File: src/rtl/tag_demux8_pkg.sv
// Shared types and constants for the tagged 8-lane demultiplexer.
// Holds the default sizes, the lane-state type and the drop-counter limits.
package tag_demux8_pkg;

   localparam int WIDTH_DEF  = 32;
   localparam int LANES_DEF  = 8;
   localparam int DROP_CNT_W = 8;
   localparam logic [DROP_CNT_W-1:0] DROP_CNT_MAX = 8'd255;

   typedef enum logic {
      LANE_EMPTY = 1'b0,
      LANE_FULL  = 1'b1
   } lane_state_e;

   // A tag is legal only when exactly one lane is selected.
   function automatic logic is_onehot(input logic [LANES_DEF-1:0] tag);
      return (tag != '0) && ((tag & (tag - 1'b1)) == '0);
   endfunction

endpackage

File: src/rtl/tag_demux8_if.sv
// Source-side and lane-side handshake bundle of the tagged demultiplexer.
// The master drives offered words and lane readiness; the slave is the demux.
interface tag_demux8_if #(
   parameter int WIDTH = 32,
   parameter int LANES = 8
);
   logic             io_in_valid;
   logic             io_in_ready;
   logic [WIDTH-1:0] io_in_data;
   logic [LANES-1:0] io_in_tag;
   logic [LANES-1:0] io_out_valid;
   logic [LANES-1:0] io_out_ready;
   logic [WIDTH-1:0] io_out_data [LANES];

   modport master (
      output io_in_valid, io_in_data, io_in_tag, io_out_ready,
      input  io_in_ready, io_out_valid, io_out_data
   );

   modport slave (
      input  io_in_valid, io_in_data, io_in_tag, io_out_ready,
      output io_in_ready, io_out_valid, io_out_data
   );
endinterface

File: src/rtl/demux_lane_slot.sv
// One-entry lane buffer: EMPTY/FULL state plus the held word.
// Flush empties the slot and wins over a same-cycle load or drain.
module demux_lane_slot
   import tag_demux8_pkg::*;
#(
   parameter int WIDTH = WIDTH_DEF
) (
   input  logic             clock,
   input  logic             reset,
   input  logic             i_flush,
   input  logic             i_load,
   input  logic             i_drain,
   input  logic [WIDTH-1:0] i_data,
   output logic             o_valid,
   output logic [WIDTH-1:0] o_data
);

   lane_state_e      r_state;
   lane_state_e      w_state_nxt;
   logic [WIDTH-1:0] r_data;

   // NOTE: sequential state uses non-blocking assignments so every flop samples pre-edge values.
   always_ff @(posedge clock) begin
      if (!reset) r_state <= LANE_EMPTY;
      else        r_state <= w_state_nxt;
   end

   // NOTE: the default assignment first keeps this process free of inferred latches.
   always_comb begin
      w_state_nxt = r_state;
      if (i_flush)                            w_state_nxt = LANE_EMPTY;
      else if (i_load)                        w_state_nxt = LANE_FULL;
      else if (r_state == LANE_FULL && i_drain) w_state_nxt = LANE_EMPTY;
   end

   always_comb begin
      o_valid = (r_state == LANE_FULL);
   end

   // NOTE: the data word is reset too, because the visible lane output must read 0 after reset.
   always_ff @(posedge clock) begin
      if (!reset)                  r_data <= '0;
      else if (i_load && !i_flush) r_data <= i_data;
   end

   assign o_data = r_data;

endmodule

File: src/rtl/tag_demux8.sv
// Tagged 1-to-8 demultiplexer: routes one-hot-tagged words into one-entry lanes,
// dropping illegal tags with a sticky error flag and a saturating drop count.
module tag_demux8
   import tag_demux8_pkg::*;
#(
   parameter int WIDTH = WIDTH_DEF,
   parameter int LANES = LANES_DEF
) (
   input  logic                  clock,
   input  logic                  reset,
   tag_demux8_if.slave           bus,
   input  logic                  io_flush,
   output logic                  io_err,
   output logic [DROP_CNT_W-1:0] io_drop_cnt
);

   logic                  w_tag_legal;
   logic [LANES-1:0]      w_lane_free;
   logic                  w_sel_free;
   logic                  w_in_ready;
   logic                  w_xfer;
   logic [LANES-1:0]      w_load;
   logic                  r_err;
   logic [DROP_CNT_W-1:0] r_drop_cnt;

   assign w_tag_legal = is_onehot(bus.io_in_tag);
   assign w_lane_free = ~bus.io_out_valid | bus.io_out_ready;
   assign w_sel_free  = |(bus.io_in_tag & w_lane_free);

   // Illegal tags are always taken so a malformed word can never stall the source.
   always_comb begin
      w_in_ready = 1'b0;
      if (reset && !io_flush) w_in_ready = w_tag_legal ? w_sel_free : 1'b1;
   end

   assign bus.io_in_ready = w_in_ready;
   assign w_xfer          = bus.io_in_valid && w_in_ready;
   assign w_load          = (w_xfer && w_tag_legal) ? bus.io_in_tag : '0;

   for (genvar g = 0; g < LANES; g++) begin : g_lane
      demux_lane_slot #(.WIDTH(WIDTH)) u_slot (
         .clock   (clock),
         .reset   (reset),
         .i_flush (io_flush),
         .i_load  (w_load[g]),
         .i_drain (bus.io_out_ready[g]),
         .i_data  (bus.io_in_data),
         .o_valid (bus.io_out_valid[g]),
         .o_data  (bus.io_out_data[g])
      );
   end

   always_ff @(posedge clock) begin
      if (!reset) begin
         r_err      <= 1'b0;
         r_drop_cnt <= '0;
      end else if (w_xfer && !w_tag_legal) begin
         r_err <= 1'b1;
         if (r_drop_cnt != DROP_CNT_MAX) r_drop_cnt <= r_drop_cnt + 1'b1;
      end
   end

   assign io_err      = r_err;
   assign io_drop_cnt = r_drop_cnt;

endmodule

File: src/flat_wrapper.sv
// flat-port wrapper written by rule: the top's interface ports become plain ports
module tag_demux8_flat import tag_demux8_pkg::*;
#(
   parameter int WIDTH = WIDTH_DEF,
   parameter int LANES = LANES_DEF
)
  (clock, reset, io_flush, io_err, io_drop_cnt, bus_io_in_valid, bus_io_in_data, bus_io_in_tag, bus_io_out_ready, bus_io_in_ready, bus_io_out_valid, bus_io_out_data);
  tag_demux8_if #(.WIDTH(WIDTH), .LANES(LANES)) bus_i ();
  input  logic clock;
  input  logic reset;
  input  logic io_flush;
  output logic io_err;
  output logic [DROP_CNT_W-1:0] io_drop_cnt;
  input wire logic [$bits(bus_i.io_in_valid)-1:0] bus_io_in_valid;
  input wire logic [$bits(bus_i.io_in_data)-1:0] bus_io_in_data;
  input wire logic [$bits(bus_i.io_in_tag)-1:0] bus_io_in_tag;
  input wire logic [$bits(bus_i.io_out_ready)-1:0] bus_io_out_ready;
  output wire logic [$bits(bus_i.io_in_ready)-1:0] bus_io_in_ready;
  output wire logic [$bits(bus_i.io_out_valid)-1:0] bus_io_out_valid;
  output wire logic [$bits(bus_i.io_out_data)-1:0] bus_io_out_data;
  assign bus_i.io_in_valid = bus_io_in_valid;
  assign bus_i.io_in_data = bus_io_in_data;
  assign bus_i.io_in_tag = bus_io_in_tag;
  assign bus_i.io_out_ready = bus_io_out_ready;
  assign bus_io_in_ready = bus_i.io_in_ready;
  assign bus_io_out_valid = bus_i.io_out_valid;
  assign bus_io_out_data = {>>{bus_i.io_out_data}};
  tag_demux8 #(.WIDTH(WIDTH), .LANES(LANES)) u_core (.clock(clock), .reset(reset), .bus(bus_i), .io_flush(io_flush), .io_err(io_err), .io_drop_cnt(io_drop_cnt));
endmodule
File: config.mk
export PLATFORM = sky130hd
export DESIGN_NAME = tag_demux8_flat
export DESIGN_NICKNAME = d
export VERILOG_FILES = /design/src/rtl/tag_demux8_pkg.sv /design/src/rtl/tag_demux8_if.sv /design/src/rtl/demux_lane_slot.sv /design/src/rtl/tag_demux8.sv /design/src/flat_wrapper.sv
export SDC_FILE = /design/constraint.sdc
export NUM_CORES = 1
export LEC_CHECK = 0
export ABC_AREA = 1
export CELL_PAD_IN_SITES_DETAIL_PLACEMENT = 1
export CELL_PAD_IN_SITES_GLOBAL_PLACEMENT = 1
export CORE_ASPECT_RATIO = 2
export CORE_UTILIZATION = 32
export CTS_CLUSTER_SIZE = 25
export DETAILED_ROUTE_END_ITERATION = 10
export PLACE_DENSITY = 0.75
export SKIP_LAST_GASP = 1
export SLEW_MARGIN = 20
export SYNTH_ARGS = -nofsm -noshare
export SYNTH_HDL_FRONTEND = slang
export SYNTH_SLANG_ARGS = --single-unit
File: constraint.sdc
create_clock -name clock -period 2.33 [get_ports clock]
set_input_delay 0.466 -clock clock [delete_from_list [all_inputs] [get_ports clock]]
set_output_delay 0.466 -clock clock [all_outputs]
set_load 0.01 [all_outputs]
==> metrics.txt, run 1 <==
antenna-violating nets left 0; number of H-tree levels 1; Post-synth top cells nor2_1, nand2_1, dfxtp_1; fmax 0.442 GHz; drt first-iter violations 415; max_cap viols 0; Worst setup EP type output port; vias in the first global route 10600; Initial Utilization 32.4%; Worst Max-Slew Pin Slew 0.777 ns; hold_ws 0.354 ns; Hold Vio Cnt, Final 0; gp weighted congestion 0.786; final WL 38.9 mm; Fillers 4080; top cells by area, synth dfxtp_1, nor2_1, nand2_1; most frequent cell after synthesis nor2_1; maximum fanout along the worst path 3; Seq/Total Area, Yosys 51.4%; pin count of the biggest net entering global routing 157; r2r worst-path depth 14; critical path depth 8; minimum clock period 2.26 ns; period utilization 97.1%; total core area 32800 µm²; IO Count 326; wire length per cell 16.8 µm; Crit path required time 1.86 ns; DRC 0; syn_nets 1618; CTS Root Cell clkbuf_16; Longest Clk Path Bufs 3; DPL Wire Length 28.5 mm; HP Class in -> reg; leading area contributor after synthesis dfxtp_1; port bufs 325; worst skew pair latency 0.54 ns; area grow syn2layout 44.2%; CTS Buf Count 26; CP dominant cell by count inv_1; Syn Area/Cell 6.79 µm²; TritonCTS clock tree yes; Peak VDD IR 0.487 mV; startpoint types primary input; die footprint 34000 µm²; Die Wd 131 µm; quantity of hold-fixing buffers added after cts 0; first-pass GRT wire length 58.6 mm; depth of the worst hold-timing path 4; Post-synth ARST share 0%; Synth cell types 20; Antenna Cells 0; Yosys top cell area share 51.4%; critical-path cell list clkdlybuf4s50_1 > inv_1 > o21ai_0 > nor2_1 > nand2_1 > inv_1 > a21oi_1 > buf_2; Final Non-Filler Cells 2314; layout cells sized above 1 5.15%; Post-Synthesis Cells 1565; Static Leak 0.00612 µW; Setup TNS 0 ns; Worst EP arrival 1.80 ns; gr ovfl total 0; final setup vio count 0; critical path's largest stage delay 0.52 ns; status finished clean; initial antenna violation count 0; Site Rows 94; Via density 4.48; Nets 1915; placed insts 2265; ys flop type dfxtp_1; Final Skew 0.00990 ns; max-slew violation count 0; number of synthesized flops with an enable pin 0; type of the worst setup path in -> out; power density over cell area 636 nW/µm²; slowest CP cell clkdlybuf4s50_1; Post-Syn Area 10600 µm²; Core Util, Final 46.7%; Detailed Routing Iterations Pass 1 4; Reg clk slew, reported paths 0.06 ns; Rel. slew slack 48.2%; #FFs+latches synth 273; via count 10400; RSZ-0062 raised after global routing false; WP buf/inv 4; Sink Count 273; die height 260 µm; synth warn 0; Largest delay share family, worst path buffers and inverters; GR Util All Layers 22.9%
## repair_timing
action | in CTS | in global routing
buffers inserted | 1 | 0
setup endpoints to repair | 1 | 1
gates resized for setup | 14 | 2
pin swaps | 3 | 0
## state kept, by name, indices dropped and copies added (netlist names)
register                      cells
u_core.g_lane.u_slot.o_valid      8
u_core.g_lane.u_slot.o_data     256
u_core.io_err                     1
u_core.io_drop_cnt                8
## cell families after synthesis
logic type	Yosys count	synth area share [%]
AOI/OAI and AO/OA	24	1.13
xor gates and xnor gates	5	0.412
adders and majority gates	1	0.118
buffers and inverters	154	7.52
DFF	273	51.4
and+or+nand+nor	1108	39.4
## tightest hold or removal path, cell delays in order
cell and delay, ns:
clkbuf_8 0.11, inv_1 0.08, buf_4 0.15, a21oi_1 0.04
## power breakdown
group          switching, µW  internal (µW)  total (µW)
Sequential              5.63           4670        4680
Combinational            310            178         488
Clock                   1900           2690        4590
Total                   2210           7540        9760
## final timing paths
path / endpoint / from / slack [ns]
max: bus_io_in_ready / bus_io_in_tag[2] / 0.07
min: u_core.io_err / reset / 0.35
max reg2reg: u_core.g_lane[2].u_slot.o_data[25] / u_core.g_lane[7].u_slot.o_valid / 0.38
min reg2reg: u_core.io_err / u_core.io_err / 0.45
## routing by layer
metal	vias up	part of all wire (%)	GRT usage, %	wire (µm)
met5	-	0	0	0
met4	0	6.4	13.7	2480
met3	93	5.2	4.42	2010
met2	246	55	45.2	21300
met1	4816	34	20.5	13100
li1	5216	-	-	-
## layout make-up
class / count / area (µm²) / share of cell area, %
flip-flops and latches: 273 / 5470 / 35.7
inverters: 61 / 229 / 1.49
clock inverters: 5 / 80.1 / 0.522
multi-input cells: 1138 / 4440 / 29.0
repair buffers: 362 / 3730 / 24.3
clock buffers: 43 / 846 / 5.52
well taps: 432 / 541 / 3.53
## per-stage QoR
stage | power [µW] | setup WS (ns) | cell area (µm²)
detailed placement | 5280 | -0.390 | 14400
finish | 9760 | 0.0686 | 15300
global route | 10100 | 0.0425 | 15300
CTS | 9900 | 0.00278 | 15300
global placement | 5270 | -0.348 | 14400
floorplan | 5030 | 0.503 | 10600
## layout by cell type, fill, tap and decap left out, drive strengths merged
| cell | count |
|---|---|
| clkinv | 2 |
| xor2 | 3 |
| dfxtp | 273 |
| nor2 | 562 |
| nor3 | 2 |
| nand2 | 535 |
| inv | 60 |
| o21ai | 16 |
| xnor2 | 2 |
| buf | 38 |
| clkinvlp | 2 |
| bufinv | 2 |
| nand4 | 4 |
| clkbuf | 44 |
| clkdlybuf4s50 | 320 |
| a21oi | 8 |
| ha | 1 |
| nor3b | 1 |
| dlygate4sd2 | 3 |
| nand3 | 4 |
Power figures use the tool's default switching activity.
==> run 2, diff against run 1 <==
- CORE_MARGIN: not set -> 5
==> run 2 against run 1 <==
  * Cell area grew 0.16%
  * Highest routed layer unchanged
  * Clock skew grew 0.0015 ns
  * Setup slack gained 0.058 ns
  * Core utilization shrank 0.091 points
  * Sequential share of layout area shrank 0.058 points
  * Register-to-register slack gained 0.07 ns
  * Sequential power is essentially flat
  * Die area grew 9.4%
  * Critical endpoint unchanged
==> metrics.txt, run 2 (synthesis gave the netlist of run 1 again) <==
status finished clean (unchanged); max-slew violation count 0 (unchanged); most frequent cells in the layout nor2_1, nand2_1, clkdlybuf4s50_1 (unchanged); critical path's largest stage delay 0.45 ns (was 0.52 ns); wire length per cell 17.5 µm (was 16.8 µm); antenna-violating nets left 0 (unchanged); Fillers 4137 (was 4080); commonest non-fill, non-tap cell in the layout nor2_1 (unchanged); pre-CTS WS -0.364 ns (was -0.390 ns); GR Util All Layers 21.1% (was 22.9%); type of the worst setup path in -> out (unchanged); die footprint 37200 µm² (was 34000 µm²); slowest CP cell clkdlybuf4s50_1 (unchanged); fmax 0.454 GHz (was 0.442 GHz); first-pass GRT wire length 61.8 mm (was 58.6 mm); gp weighted congestion 0.840 (was 0.786); Hold Vio Cnt, Final 0 (unchanged); post-route design area 15400 µm² (was 15300 µm²); M3 GR Usage 4.11% (was 4.42%); Detailed Routing Iterations Pass 1 4 (unchanged); area grow syn2layout 44.5% (was 44.2%); DPL Wire Length 30.0 mm (was 28.5 mm); Final Skew 0.0114 ns (was 0.00990 ns); Setup TNS 0 ns (unchanged); gr ovfl total 0 (unchanged); Worst EP arrival 1.74 ns (was 1.80 ns); Worst Max-Slew Pin Slew 1.07 ns (was 0.777 ns); Peak VDD IR 0.490 mV (was 0.487 mV); power density over cell area 629 nW/µm² (was 636 nW/µm²); final WL 40.6 mm (was 38.9 mm); Antenna Cells 0 (unchanged); via count 10500 (was 10400); Die Wd 139 µm (was 131 µm); Static Leak 0.00616 µW (was 0.00612 µW); dpl cell area 14400 µm² (about the same); worst skew pair latency 0.54 ns (about the same); Nets 1922 (was 1915); vias in the first global route 10700 (was 10600); initial antenna violation count 0 (unchanged); number of H-tree levels 1 (unchanged); WP buf/inv 2 (was 4); RSZ-0062 raised after global routing false (unchanged); CTS Root Cell clkbuf_16 (unchanged); layout cells sized above 1 5.45% (was 5.15%); Reg clk slew, reported paths 0.07 ns (was 0.06 ns); Worst setup EP type output port (unchanged); max_cap viols 0 (unchanged); IO Count 326 (unchanged); Sink Count 273 (unchanged); die height 268 µm (was 260 µm); number of flip-flops in the largest register 256 (unchanged); minimum clock period 2.20 ns (was 2.26 ns); final setup margin 0.127 ns (was 0.0686 ns); Site Rows 94 (unchanged); DRC 0 (unchanged); total core area 32900 µm² (was 32800 µm²); pin count of the biggest net entering global routing 161 (was 157); period utilization 94.6% (was 97.1%); quantity of hold-fixing buffers added after cts 0 (unchanged); met2 usage 43.1% (was 45.2%); Via density 4.53 (was 4.48); Core Util, Final 46.6% (was 46.7%); Rel. slew slack 28.4% (was 48.2%); port bufs 325 (unchanged); Longest Clk Path Bufs 3 (unchanged); critical-path cell list clkdlybuf4s50_1 > nor2_1 > nand3_1 > nand2_1 > o21ai_2 > nor2_2 > a21oi_1 > clkbuf_2 (was clkdlybuf4s50_1 > inv_1 > o21ai_0 > nor2_1 > nand2_1 > inv_1 > a21oi_1 > buf_2); final setup vio count 0 (unchanged); Crit path required time 1.86 ns (about the same); Largest delay share family, worst path buffers and inverters (unchanged); Most Used Layer, Global Route met2 (unchanged); startpoint types primary input (unchanged); GRT met1 Usage 19.7% (was 20.5%); Initial Utilization 32.3% (was 32.4%); TritonCTS clock tree yes (unchanged); HP Class in -> reg (unchanged); drt first-iter violations 460 (was 415); CTS Buf Count 26 (unchanged); maximum fanout along the worst path 3 (unchanged)
[run 2: cell types whose count changed in the layout (fill, tap and decap cells not counted), sizes merged, moves of 2 or more]
cell           change
clkinvlp           -2
dlygate4sd2        +3
clkdlybuf4s50      -3
clkinv             +6
clkbuf             -4
buf                +6
[run 2: final cells by class]
class | instances | area, µm² | share of cell area (%)
Clock inverter | 10 | 125 | 0.815
Inverter | 61 | 229 | 1.49
Timing Repair Buffer | 369 | 3790 | 24.7
Multi-Input combinational cell | 1138 | 4440 | 28.9
Clock buffer | 38 | 767 | 5.00
Sequential cell | 273 | 5470 | 35.6
Tap cell | 432 | 541 | 3.52
[run 2: routing by layer]
metal	up-vias	wire length, µm
met5	-	0
li1	5232	-
met2	248	23000
met1	4964	13700
met4	0	2000
met3	75	1930
[run 2: worst paths after layout]
check / cells past startpoint / to / from / slack [ns]
setup / recovery: 8 / bus_io_in_ready / bus_io_in_tag[2] / 0.13
hold / removal: 4 / u_core.io_err / reset / 0.37
setup reg to reg: 13 / u_core.g_lane[3].u_slot.o_data[27] / u_core.g_lane[1].u_slot.o_valid / 0.45
hold reg to reg: 2 / u_core.io_err / u_core.io_err / 0.45
[run 2: worst min-delay path, stage by stage]
cell	delay (ns)
clkbuf_8	0.13
inv_1	0.08
buf_4	0.15
a21oi_1	0.04
[run 2: timing repair]
action / in CTS / in global routing
endpoints found under the setup margin: 1 / 1
gates resized for setup: 13 / 5
pin swaps: 7 / 3
endpoints found under the hold margin: 0 / 0
setup buffers: 2 / 1
[run 2: where the power goes]
group          switching [µW]  total, µW  internal (µW)
sequential               6.76       4680           4670
clock                    1870       4490           2610
combinational             313        495            182
[run 2: metrics by stage]
step / hold slack (ns) / cells / power, µW
after global routing: 0.373 / 2321 / 10000
after floorplan: 0.465 / 1565 / 5030
final: 0.375 / 2321 / 9660
after global placement: 0.439 / 2270 / 5280
after detailed placement: 0.441 / 2270 / 5290
after CTS: 0.353 / 2320 / 9810
==> run 3, diff against run 2 <==
- CORE_MARGIN: 5 -> 2
==> run 3 against run 2 <==
  * Wire length is 1.0% lower
  * Via count decreased by 0.21%
  * Cell area rose by 0.12%
  * Critical path type unchanged
  * Critical endpoint unchanged
  * Largest power group unchanged
  * Highest routed layer unchanged
==> metrics.txt, run 3 (synthesis gave the netlist of run 1 again) <==
WP buf/inv 4 (was 2); Via density 4.53 (about the same); Setup TNS 0 ns (unchanged); Net Switching 2150 µW (was 2190 µW); Detailed Routing Iterations Pass 1 4 (unchanged); minimum clock period 2.20 ns (about the same); die footprint 34800 µm² (was 37200 µm²); switch share 22.8% (was 22.7%); CTS Root Cell clkbuf_16 (unchanged); Sink Count 273 (unchanged); pin count of the biggest net entering global routing 148 (was 161); type of the worst setup path in -> out (unchanged); first-pass GRT wire length 59.6 mm (was 61.8 mm); RSZ-0062 raised after global routing true (was false); Antenna Cells 0 (unchanged); period utilization 94.4% (was 94.6%); hold_ws 0.361 ns (was 0.375 ns); number of flip-flops in the largest register 256 (unchanged); Worst setup EP type output port (unchanged); status finished clean (unchanged); most frequent cells in the layout nor2_1, nand2_1, clkdlybuf4s50_1 (unchanged); max-slew violation count 0 (unchanged); Worst Max-Slew Pin Slew 0.685 ns (was 1.07 ns); fmax 0.455 GHz (was 0.454 GHz); Nets 1921 (was 1922); Seq pwr share 49.6% (was 48.4%); die height 262 µm (was 268 µm); Logic pwr share 5.2% (was 5.1%); Peak VDD IR 0.559 mV (was 0.490 mV); area grow syn2layout 44.6% (was 44.5%); total core area 32800 µm² (was 32900 µm²); wire length per cell 17.4 µm (was 17.5 µm); clock network power share 45.2% (was 46.4%); Die Wd 133 µm (was 139 µm); layout cells sized above 1 5.15% (was 5.45%); number of H-tree levels 1 (unchanged); pre-CTS WS -0.358 ns (was -0.364 ns); total power 9430 µW (was 9660 µW); antenna-violating nets left 0 (unchanged); GR Util All Layers 22.1% (was 21.1%); power density over cell area 614 nW/µm² (was 629 nW/µm²); initial antenna violation count 0 (unchanged); Int Power 7290 µW (was 7470 µW); Worst EP arrival 1.73 ns (was 1.74 ns); worst skew pair latency 0.54 ns (about the same); final WL 40.2 mm (was 40.6 mm); CP dominant cell by count inv_1; commonest non-fill, non-tap cell in the layout nor2_1 (unchanged); maximum fanout along the worst path 3 (unchanged); vias in the first global route 10600 (was 10700); Crit path required time 1.86 ns (about the same); Final Skew 0.0137 ns (was 0.0114 ns); via count 10500 (about the same); startpoint types primary input (unchanged); critical-path cell list clkdlybuf4s50_1 > inv_1 > o21ai_0 > nor2_1 > nand2_1 > inv_1 > a21oi_1 > clkbuf_2 (was clkdlybuf4s50_1 > nor2_1 > nand3_1 > nand2_1 > o21ai_2 > nor2_2 > a21oi_1 > clkbuf_2); Longest Clk Path Bufs 3 (unchanged); Hold Vio Cnt, Final 0 (unchanged); Static Leak 0.00615 µW (was 0.00616 µW); HP Class in -> reg (unchanged); DPL Wire Length 29.0 mm (was 30.0 mm); final setup margin 0.130 ns (was 0.127 ns); Site Rows 94 (unchanged); drt first-iter violations 428 (was 460); port bufs 325 (unchanged); Reg clk slew, reported paths 0.06 ns (was 0.07 ns); DRC 0 (unchanged); TritonCTS clock tree yes (unchanged); gp weighted congestion 0.856 (was 0.840); CTS Buf Count 26 (unchanged); FF/Latch Area 5470 µm² (unchanged); slowest CP cell clkdlybuf4s50_1 (unchanged); Initial Utilization 32.4% (was 32.3%); IO Count 326 (unchanged); Largest delay share family, worst path buffers and inverters (unchanged); critical path's largest stage delay 0.52 ns (was 0.45 ns); Fillers 4075 (was 4137); gr ovfl total 0 (unchanged); footprint of the multi-input gates 4440 µm² (about the same); Rel. slew slack 54.3% (was 28.4%); final setup vio count 0 (unchanged); max_cap viols 0 (unchanged)
==> run 3: cell types whose count changed in the layout (fill, tap and decap cells not counted), moves of 2 or more <==
cell and delta:
clkbuf_1 +2, clkbuf_16 +2, buf_4 -6, buf_12 +2
clkbuf_8 -2, clkinv_2 -2, dlygate4sd2_1 -2
==> run 3: worst paths after layout <==
check / start / end / slack [ns] / cells after the start
max: bus_io_in_tag[2] / bus_io_in_ready / 0.13 / 8
min: reset / u_core.io_drop_cnt[4] / 0.36 / 4
max reg2reg: u_core.g_lane[7].u_slot.o_valid / u_core.g_lane[7].u_slot.o_data[18] / 0.44 / 14
min reg2reg: u_core.io_err / u_core.io_err / 0.48 / 2
==> run 3: per-layer routing <==
layer	vias up	global-route usage, %	part of all wire, %
met3	65	4.09	4.8
met4	0	9.35	3.9
met5	-	0	0
li1	5231	-	-
met1	4976	20.6	34
met2	225	45.9	57
==> run 3: what timing repair did <==
| item | in CTS | in global routing |
|---|---|---|
| gates cloned | 0 | 2 |
| hold buffers | 0 | 0 |
| pin swaps | 6 | 3 |
| setup buffers | 2 | 2 |
| endpoints found under the setup margin | 1 | 39 |
| gates resized for setup | 10 | 7 |
| hold endpoints to repair | 0 | 0 |
==> run 3: worst register-to-register path: stages (launching register included) <==
cell,delay (ns)
dfxtp_1,0.31
inv_1,0.05
nor2_1,0.04
buf_4,0.14
o21ai_0,0.14
nor2_1,0.06
nand2_1,0.09
nand4_2,0.13
buf_12,0.18
nor2_4,0.13
buf_12,0.14
buf_16,0.16
nand2_1,0.09
nand2_1,0.08
nor2_1,0.05
==> run 3: power groups by stage <==
stage | combinational (µW) | clock [µW] | sequential [µW]
4_1_cts | 502 | 4400 | 4680
2_1_floorplan | 244 | 0 | 4790
3_5_place_dp | 500 | 0 | 4790
5_1_grt | 545 | 4570 | 4680
3_3_place_gp | 490 | 0 | 4790
6_report | 492 | 4260 | 4680
==> run 3: cell type report <==
cell class | count | area share, %
well taps | 432 | 3.52
clock buffers | 38 | 4.86
multi-input cells | 1138 | 28.9
repair buffers | 368 | 25.1
flip-flops and latches | 273 | 35.6
inverters | 61 | 1.49
clock inverters | 7 | 0.553
==> run 3: through the flow <==
stage               area [µm²]  util, %  cells
floorplan                10600        -   1565
global placement         14400     43.9   2266
detailed placement       14400     43.9   2266
CTS                      15300     46.5   2313
global route             15400     46.8   2317
finish                   15400     46.8   2317
